[src/rtl/jg_dump_pkg.sv]
// Shared types and constants for the SDRAM-to-UART readback dumper.
package jg_dump_pkg;

  typedef enum logic [2:0] {
    S_IDLE,
    S_HDR,
    S_REQ,
    S_WAIT,
    S_SEND,
    S_CSUM,
    S_FIN
  } state_t;

  localparam logic [7:0] HEADER_DEFAULT = 8'hA5;
  localparam int         LANES          = 4;
  localparam int         LANE_W         = $clog2(LANES);

endpackage

[src/rtl/sdram_uart_dumper_if.sv]
// SDRAM command/read port plus the AVR byte-transmit handshake, seen from the dumper (master).
interface sdram_uart_dumper_if #(
  parameter int ADDR_W = 23
);
  logic [ADDR_W-1:0] addr;
  logic              rw;
  logic [31:0]       data_in;
  logic              in_valid;
  logic              busy;
  logic [31:0]       data_out;
  logic              out_valid;
  logic [7:0]        tx_data;
  logic              new_tx_data;
  logic              tx_busy;

  modport master (
    output addr, rw, data_in, in_valid, tx_data, new_tx_data,
    input  busy, data_out, out_valid, tx_busy
  );

  modport slave (
    input  addr, rw, data_in, in_valid, tx_data, new_tx_data,
    output busy, data_out, out_valid, tx_busy
  );
endinterface

[src/rtl/tx_byte_pacer.sv]
// Issues one registered byte strobe per accepted send, then holds the byte through a gap cycle.
module tx_byte_pacer (
  input  logic       clk,
  input  logic       rst_n,
  input  logic       send,
  input  logic [7:0] send_byte,
  output logic       ready,
  input  logic       tx_busy,
  output logic [7:0] tx_data,
  output logic       new_tx_data
);

  // tx_busy lags the strobe by a cycle, so it is ignored while the strobe is high;
  // the following (gap) cycle is the first one where it is trusted again.
  assign ready = !new_tx_data && !tx_busy;

  // NOTE: sequential state uses non-blocking assignments so every flop samples pre-edge values.
  always_ff @(posedge clk or negedge rst_n) begin
    if (!rst_n) begin
      new_tx_data <= 1'b0;
      tx_data     <= '0;
    end else begin
      new_tx_data <= send && ready;
      if (send && ready) tx_data <= send_byte;
    end
  end

endmodule

[src/rtl/sdram_uart_dumper.sv]
// Reads a block of 32-bit words from SDRAM and streams header, little-endian bytes and an XOR checksum.
module sdram_uart_dumper
  import jg_dump_pkg::*;
#(
  parameter int         ADDR_W = 23,
  parameter logic [7:0] HEADER = HEADER_DEFAULT
) (
  input  logic                 clk,
  input  logic                 rst_n,
  input  logic                 start,
  input  logic [ADDR_W-1:0]    base_addr,
  input  logic [ADDR_W-1:0]    word_count,
  output logic                 active,
  output logic                 done,
  sdram_uart_dumper_if.master  bus
);

  state_t              state;
  logic [ADDR_W-1:0]   remaining;
  logic [31:0]         shreg;
  logic [7:0]          csum;
  logic [LANE_W-1:0]   lane;

  logic       send;
  logic [7:0] send_byte;
  logic       ready;
  logic       accept;
  logic [7:0] tx_byte;
  logic       tx_strobe;

  assign bus.rw          = 1'b0;
  assign bus.data_in     = '0;
  assign bus.tx_data     = tx_byte;
  assign bus.new_tx_data = tx_strobe;

  // NOTE: every always_comb output gets a default first, so no path can infer a latch.
  always_comb begin
    send      = 1'b0;
    send_byte = '0;
    case (state)
      S_HDR:  begin send = 1'b1; send_byte = HEADER;      end
      S_SEND: begin send = 1'b1; send_byte = shreg[7:0];  end
      S_CSUM: begin send = 1'b1; send_byte = csum;        end
      default: ;
    endcase
  end

  assign accept = send && ready;

  tx_byte_pacer u_pacer (
    .clk         (clk),
    .rst_n       (rst_n),
    .send        (send),
    .send_byte   (send_byte),
    .ready       (ready),
    .tx_busy     (bus.tx_busy),
    .tx_data     (tx_byte),
    .new_tx_data (tx_strobe)
  );

  always_ff @(posedge clk or negedge rst_n) begin
    if (!rst_n) begin
      state        <= S_IDLE;
      active       <= 1'b0;
      done         <= 1'b0;
      bus.addr     <= '0;
      bus.in_valid <= 1'b0;
      remaining    <= '0;
      shreg        <= '0;
      csum         <= '0;
      lane         <= '0;
    end else begin
      done <= 1'b0;
      case (state)
        S_IDLE: begin
          // A start landing on the done pulse belongs to the finished dump and is dropped.
          if (start && !done) begin
            bus.addr  <= base_addr;
            remaining <= word_count;
            csum      <= '0;
            active    <= 1'b1;
            state     <= S_HDR;
          end
        end
        S_HDR: begin
          if (accept) begin
            if (remaining == '0) begin
              state <= S_CSUM;
            end else begin
              bus.in_valid <= 1'b1;
              state        <= S_REQ;
            end
          end
        end
        S_REQ: begin
          if (!bus.busy) begin
            bus.in_valid <= 1'b0;
            state        <= S_WAIT;
          end
        end
        S_WAIT: begin
          if (bus.out_valid) begin
            shreg <= bus.data_out;
            lane  <= '0;
            state <= S_SEND;
          end
        end
        S_SEND: begin
          if (accept) begin
            csum  <= csum ^ shreg[7:0];
            shreg <= {8'h00, shreg[31:8]};
            lane  <= lane + 1'b1;
            if (lane == LANE_W'(LANES - 1)) begin
              bus.addr  <= bus.addr + ADDR_W'(1);
              remaining <= remaining - ADDR_W'(1);
              if (remaining == ADDR_W'(1)) begin
                state <= S_CSUM;
              end else begin
                bus.in_valid <= 1'b1;
                state        <= S_REQ;
              end
            end
          end
        end
        S_CSUM: begin
          if (accept) state <= S_FIN;
        end
        S_FIN: begin
          // Wait out the checksum strobe so done lands after its gap cycle.
          if (!tx_strobe) begin
            done   <= 1'b1;
            active <= 1'b0;
            state  <= S_IDLE;
          end
        end
        default: state <= S_IDLE;
      endcase
    end
  end

endmodule
[src/flat_wrapper.sv]
// flat-port wrapper written by rule: the top's interface ports become plain ports
module sdram_uart_dumper_flat import jg_dump_pkg::*;
#(
  parameter int         ADDR_W = 23,
  parameter logic [7:0] HEADER = HEADER_DEFAULT
)
  (clk, rst_n, start, base_addr, word_count, active, done, bus_addr, bus_rw, bus_data_in, bus_in_valid, bus_tx_data, bus_new_tx_data, bus_busy, bus_data_out, bus_out_valid, bus_tx_busy);
  sdram_uart_dumper_if #(.ADDR_W(ADDR_W)) bus_i ();
  input  logic clk;
  input  logic rst_n;
  input  logic start;
  input  logic [ADDR_W-1:0] base_addr;
  input  logic [ADDR_W-1:0] word_count;
  output logic active;
  output logic done;
  output wire logic [$bits(bus_i.addr)-1:0] bus_addr;
  output wire logic [$bits(bus_i.rw)-1:0] bus_rw;
  output wire logic [$bits(bus_i.data_in)-1:0] bus_data_in;
  output wire logic [$bits(bus_i.in_valid)-1:0] bus_in_valid;
  output wire logic [$bits(bus_i.tx_data)-1:0] bus_tx_data;
  output wire logic [$bits(bus_i.new_tx_data)-1:0] bus_new_tx_data;
  input wire logic [$bits(bus_i.busy)-1:0] bus_busy;
  input wire logic [$bits(bus_i.data_out)-1:0] bus_data_out;
  input wire logic [$bits(bus_i.out_valid)-1:0] bus_out_valid;
  input wire logic [$bits(bus_i.tx_busy)-1:0] bus_tx_busy;
  assign bus_addr = bus_i.addr;
  assign bus_rw = bus_i.rw;
  assign bus_data_in = bus_i.data_in;
  assign bus_in_valid = bus_i.in_valid;
  assign bus_tx_data = bus_i.tx_data;
  assign bus_new_tx_data = bus_i.new_tx_data;
  assign bus_i.busy = bus_busy;
  assign bus_i.data_out = bus_data_out;
  assign bus_i.out_valid = bus_out_valid;
  assign bus_i.tx_busy = bus_tx_busy;
  sdram_uart_dumper #(.ADDR_W(ADDR_W), .HEADER(HEADER)) u_core (.clk(clk), .rst_n(rst_n), .start(start), .base_addr(base_addr), .word_count(word_count), .active(active), .done(done), .bus(bus_i));
endmodule
[config.mk]
export PLATFORM = sky130hd
export DESIGN_NAME = sdram_uart_dumper_flat
export DESIGN_NICKNAME = d
export VERILOG_FILES = /design/src/rtl/jg_dump_pkg.sv /design/src/rtl/sdram_uart_dumper_if.sv /design/src/rtl/tx_byte_pacer.sv /design/src/rtl/sdram_uart_dumper.sv /design/src/flat_wrapper.sv
export SDC_FILE = /design/constraint.sdc
export NUM_CORES = 1
export LEC_CHECK = 0
export CELL_PAD_IN_SITES_DETAIL_PLACEMENT = 1
export CELL_PAD_IN_SITES_GLOBAL_PLACEMENT = 1
export CORE_MARGIN = 2
export CORE_UTILIZATION = 40
export DETAILED_ROUTE_END_ITERATION = 8
export GPL_TIMING_DRIVEN = 0
export PLACE_DENSITY = 0.85
export SETUP_SLACK_MARGIN = 0.02
export SYNTH_ARGS = -nofsm -noshare
export SYNTH_HDL_FRONTEND = slang
export SYNTH_HIERARCHICAL = 1
export SYNTH_SLANG_ARGS = --single-unit
export TNS_END_PERCENT = 5
[constraint.sdc]
create_clock -name clk -period 2.95 [get_ports clk]
set_input_delay 0.4425 -clock clk [delete_from_list [all_inputs] [get_ports clk]]
set_output_delay 0.4425 -clock clk [all_outputs]
set_load 0.05 [all_outputs]
# After elaboration in Yosys (flattened, before gate mapping)
# Cells that the tools add are included.
[totals]
regBits = 103
latchBits = 0
mem_bits_rw = 0
mem_bits_ro = 0
inputBits = 84
out_inout_bits = 68
elab_cells = 94
n_memories = 0
[op_classes]
addsub = 3
n_mul = 0
div = 0
n_lt_le_gt_ge = 0
eq_ne = 18
shift = 0
n_mux = 42
n_bitwise = 1
reduce_logical = 19
[op_table]
columns = ["op", "n"]
rows = [
  ["$mux W23", 6],
  ["$pmux W23 S2", 2],
  ["$mux W32", 2],
  ["$pmux W32 S2", 1],
  ["$mux W3", 10],
  ["$pmux W8 S3", 1],
  ["$add A23 B1 Y23 const B", 1],
  ["$eq A23 B1 Y1 const B", 1],
  ["$logic_not A23 Y1", 1],
  ["$sub A23 B1 Y23 const B", 1],
  ["$pmux W3 S7", 1],
  ["$mux W8", 2],
  ["$pmux W8 S2", 1],
  ["$mux W1", 11],
  ["$ne A2 B1 Y1 const B", 5],
  ["$ne A2 B2 Y1 const B", 5],
  ["$eq A3 B3 Y1 const B", 3],
  ["$reduce_and A3 Y1", 3],
  ["$reduce_and A8 Y1", 1],
  ["$xor A8 B8 Y8", 1],
  ["$reduce_and A7 Y1", 1],
  ["$eq A3 B2 Y1 const B", 2],
  ["$reduce_bool A2 Y1", 3],
  ["$mux W2", 2],
  ["12 further kinds", 16],
]

# Logic depth before layout (Yosys ltp)
[depth]
depth_word = 6
mapped_depth = 9
ltp_nobuf = 7

# Cells and area by module
# The synthesis kept the hierarchy.
[modules_own_cells]
columns = ["mod", "instances", "cells_per_inst", "area_per_inst_um2", "seq_area_each_um2"]
rows = [
  ["sdram_uart_dumper", 1, 639, 5522.8, 2352.3],
  ["tx_byte_pacer", 1, 20, 342.8, 225.2],
]

# Least setup slack after synthesis
# No wires, ideal clock.
[synth_path]
path_type = "register to register"
start = "register u_core.u_pacer.new_tx_data"
end = "register u_core.bus.addr[15]"
setup_time_ns = 0.137
arrival_time_ns = 2.044
required_time_ns = 2.813
path_slack_ns = 0.769
path_stages_with_launch = 8
path_buffers = 2
synth_period_minus_slack_ns = 2.181
path_cell_list = "dfrtp_1 > nor2_1 > and3_1 > o21ai_0 > clkbuf_1 > clkbuf_1 > nor2_1 > a2bb2oi_1"
[synth_via]
elab_chain_cells = 5
[synth_rtl]
columns = ["item", "line_no", "rtl"]
rows = [
  ["start, declared", "tx_byte_pacer.sv:10", "output logic new_tx_data"],
  ["start signal, assigned", "tx_byte_pacer.sv:23", "new_tx_data <= send && ready;"],
  ["$logic_not A1 Y1", "tx_byte_pacer.sv:15", "assign ready = !new_tx_data && !tx_busy;"],
  ["$logic_and A1 B1 Y1", "tx_byte_pacer.sv:15", ""],
  ["net u_core.ready", "sdram_uart_dumper.sv:26", "logic ready;"],
  ["$logic_and A1 B1 Y1", "sdram_uart_dumper.sv:48", "assign accept = send && ready;"],
  ["$ne A2 B1 Y1 (no line)", "-", ""],
  ["$reduce_and A4 Y1 (no line)", "-", ""],
  ["end signal, assigned", "sdram_uart_dumper.sv:78", "bus.addr <= base_addr;"],
  ["end signal, assigned", "sdram_uart_dumper.sv:114", "bus.addr <= bus.addr + ADDR_W'(1);"],
  ["end, declared", "sdram_uart_dumper_if.sv:17", "output addr, rw, data_in, in_valid, tx_data, new_tx_data,"],
]
# The timed path passes the listed nets, and every way through them passes these cells.
# A chain may end at the register's enable or synchronous reset.

# Worst setup path in the final report
[layout_path]
start = "register u_core.remaining[0]"
end = "register u_core.remaining[20]"
[layout_via]
elab_chain_cells = 4
[layout_rtl]
columns = ["item", "line_no", "rtl"]
rows = [
  ["start, declared", "sdram_uart_dumper.sv:19", "logic [ADDR_W-1:0] remaining;"],
  ["start signal, assigned", "sdram_uart_dumper.sv:79", "remaining <= word_count;"],
  ["start signal, assigned", "sdram_uart_dumper.sv:115", "remaining <= remaining - ADDR_W'(1);"],
  ["$sub A23 B1 Y23", "sdram_uart_dumper.sv:115", ""],
  ["$mux W23", "sdram_uart_dumper.sv:113", "if (lane == LANE_W'(LANES - 1)) begin"],
  ["$mux W23", "sdram_uart_dumper.sv:109", "if (accept) begin"],
  ["$pmux W23 S2", "sdram_uart_dumper.sv:74", "case (state)"],
]
# No other way between the ends. The select of a mux whose other input is x is not followed.

==> key figures <==
Routing
  – Top routing layer in use: met4
  – DR WL/cell: 20.4 µm
  – First-pass detailed-route iteration total: 4
  – Met3 wire len: 1.22 mm
  – Metal1 wirelength: 8.52 mm
  – Vias: 5,905
  – DR iter-0 viols: 586
  – Routed WL: 20.6 mm
  – Drc violations: 0
  – DR WL met2: 10.4 mm
  – Post-route antenna net violation count: 0
  – DR vias/cell: 5.85

Placement
  – Gpl congestion: 0.882
  – DP HPWL: 14.7 mm
  – PortBufs: 118

Global route
  – First-pass GRT wire length: 33.0 mm
  – Vias in the first global route: 6,173
  – Total GRT Usage: 0.265
  – Grt ovf: 0
  – Largest net degree at the start of global routing: 66
  – Initial antenna violation count: 0

Synthesis
  – Top_reg_cell synth: dfrtp_1
  – Sequential-to-total area share from yosys stat: 0.439
  – Synthesized flop and latch total: 103
  – Syn. warnings: 6
  – Post-synth EDFFs: 0
  – Synthesized area per cell: 8.90 µm²
  – Asr flop ratio synth: 1.00
  – Synth unique cells: 55
  – Syn Inst Count: 659
  – Post-Synthesis Cell Area: 5870 µm²

Final layout
  – Final Util: 0.535
  – Multi-input logic area: 2910 µm²
  – Diodes inserted: 0
  – Commonest cells after routing, fill and taps aside: clkdlybuf4s50_1 (117), dfrtp_1 (103), o21ai_0 (82), nand2_1 (65), a21oi_1 (56)
  – Fillers: 1,704
  – Layout cells sized above 1: 0.103
  – Most common cell after layout, fill and taps aside: clkdlybuf4s50_1
  – Register area: 2580 µm²
  – Layout net count: 909
  – Synth-to-Final Area Change: 31.5%

Die
  – Die W: 125 µm
  – Die area: 15,600 µm²
  – Io pins: 152
  – Core area: 14,400 µm²
  – Initial core utilization: 0.407
  – Row count: 44
  – Die height: 125 µm

Timing
  – Top achievable clock speed: 0.373 GHz
  – Clock Skews: 6.55 ps
  – Slew Viols, Final: 0
  – Final hold vios: 0
  – Final Cycle Share: 0.909
  – Final setup fails: 0
  – Actual slew at the worst max-slew pin: 963 ps
  – Worst slew margin: 0.350
  – RSZ-0062 raised after global routing: false
  – Tmin final: 2680 ps

Worst setup path
  – Flop-to-flop setup slack: 270 ps
  – Critical Path RT: 3240 ps
  – CP max FO: 7
  – Worst R2R Start: u_core/remaining[0]$_DFFE_PN0P_
  – CP Data Arrival Time: 2970 ps
  – Reg-to-reg endpoint: u_core/remaining[20]$_DFFE_PN0P_
  – CP endpoint kind: flip-flop
  – Worst Setup SP: u_core/remaining[0]$_DFFE_PN0P_
  – Type of the worst setup path: reg -> reg
  – Critical Path Start Type: flip-flop
  – Depth of the most critical reg-to-reg path: 7

Power and ir drop
  – Leak: 0.00321 µW
  – Peak VDD IR: 490 µV
  – Pwr dens: 970 nW/µm²
  – Total power: 7480 µW

Clock tree
  – Sink Count: 103
  – Post-CTS Hold Buffers: 0
  – CTS-repair resized insts: 0
  – CTS tree: built
  – Maximum clock path buffer count: 2
  – CTS H-Tree Depth: 3
  – Inserted Clock Buffers: 9
  – Setup Fix Bufs, Post-CTS: 0
  – Clock Tree Root: clkbuf_16
  – Worst-path clk slew: 80 ps
  – Clk Latency, worst-skew pair: 370 ps

Worst hold path
  – Worst Hold Class: in -> async

Run status
  – Status: completed

Run
  – Max-cap viol count: 0
[worst max path at each step]
stage	end	slack (ps)	cells past startpoint
6_report	u_core/remaining[20]$_DFFE_PN0P_	270	7
5_1_grt	u_core/remaining[12]$_DFFE_PN0P_	70	9
4_1_cts	u_core/remaining[12]$_DFFE_PN0P_	330	9
3_5_place_dp	u_core/bus.addr[15]$_DFFE_PN0P_	-60	8
3_3_place_gp	u_core/u_pacer/tx_data[2]$_DFFE_PN0P_	-2620	1
2_1_floorplan	u_core/bus.addr[15]$_DFFE_PN0P_	770	7
[logic make-up after synthesis]
family                   Yosys count  synth area share
buffers and inverters             92            0.0843
multiplexers                      39            0.0685
adder cells (fa/ha/maj)            4           0.00853
other                              1          0.000639
AND/OR/NAND/NOR                  210             0.183
flip-flops                       103             0.439
AO/OA/AOI/OAI                    210             0.216
[worst max-delay path, cell delays in order, from the launching register on]
cell and delay, ps:
dfrtp_1 460, inv_1 100, ha_1 210, nor3b_1 690, nand4_1 440, nor4_1 450
a21oi_1 90, o2bb2ai_1 160
[state kept, by name, summed over array words and instances (netlist names)]
register	flops
u_core/done	1
u_core/state	3
u_core/bus.addr	23
u_core/csum	8
u_core/active	1
u_core/u_pacer/new_tx_data	1
u_core/lane	2
u_core/bus.in_valid	1
u_core/u_pacer/tx_data	8
u_core/shreg	32
u_core/remaining	23
[Yosys cell counts (all sizes together), types with 3 or more instances]
cell / n / area share
nand4: 10 / 0.012
a31oi: 4 / 0.0043
mux2i: 30 / 0.051
a21oi: 56 / 0.048
buf: 52 / 0.059
or3: 4 / 0.0043
nand3: 19 / 0.016
o21ai: 82 / 0.070
o2bb2ai: 7 / 0.010
nor3: 25 / 0.021
o22ai: 11 / 0.012
clkbuf: 26 / 0.017
nor2: 46 / 0.029
a211oi: 4 / 0.0051
nand2: 65 / 0.042
mux2: 9 / 0.017
ha: 4 / 0.0085
inv: 14 / 0.0090
o22a: 3 / 0.0045
a2bb2oi: 9 / 0.013
nand2b: 3 / 0.0032
nor4: 14 / 0.025
and3: 5 / 0.0053
nor2b: 3 / 0.0032
a22oi: 9 / 0.012
dfrtp: 103 / 0.44
nor3b: 6 / 0.0085
a22o: 12 / 0.018
[power by group]
group | switching, µW | internal (µW) | total [µW]
clock network | 599 | 608 | 1210
logic | 2290 | 1290 | 3580
registers | 677 | 2010 | 2690
total | 3570 | 3910 | 7480
[routing by layer]
layer / GRT usage / vias to the layer above
li1: - / 2657
met1: 0.333 / 2989
met2: 0.449 / 222
met3: 0.0505 / 37
met4: 0.108 / 0
met5: 0 / -
[layout make-up]
| type | count | share of cell area |
|---|---|---|
| Buffer | 78 | 0.0573 |
| Clock buffer | 10 | 0.0310 |
| Clock inverter | 6 | 0.00649 |
| Inverter | 14 | 0.00681 |
| Multi-Input combinational cell | 496 | 0.378 |
| Sequential cell | 103 | 0.334 |
| Tap cell | 184 | 0.0299 |
| Timing Repair Buffer | 119 | 0.156 |
[through the flow]
step | std cells | hold WS [ps] | worst slack (ps) | area [µm²] | TNS, ps
2_1_floorplan | 691 | 147 | 769 | 5990 | 0
3_3_place_gp | 993 | 464 | -2620 | 7400 | -268830
3_5_place_dp | 994 | 459 | -56.4 | 7420 | -354
4_1_cts | 1010 | 67.5 | 333 | 7710 | 0
5_1_grt | 1010 | 95.5 | 65.5 | 7710 | 0
6_report | 1010 | 43.9 | 267 | 7710 | 0
Note: power is estimated with default switching activity, not from simulation.
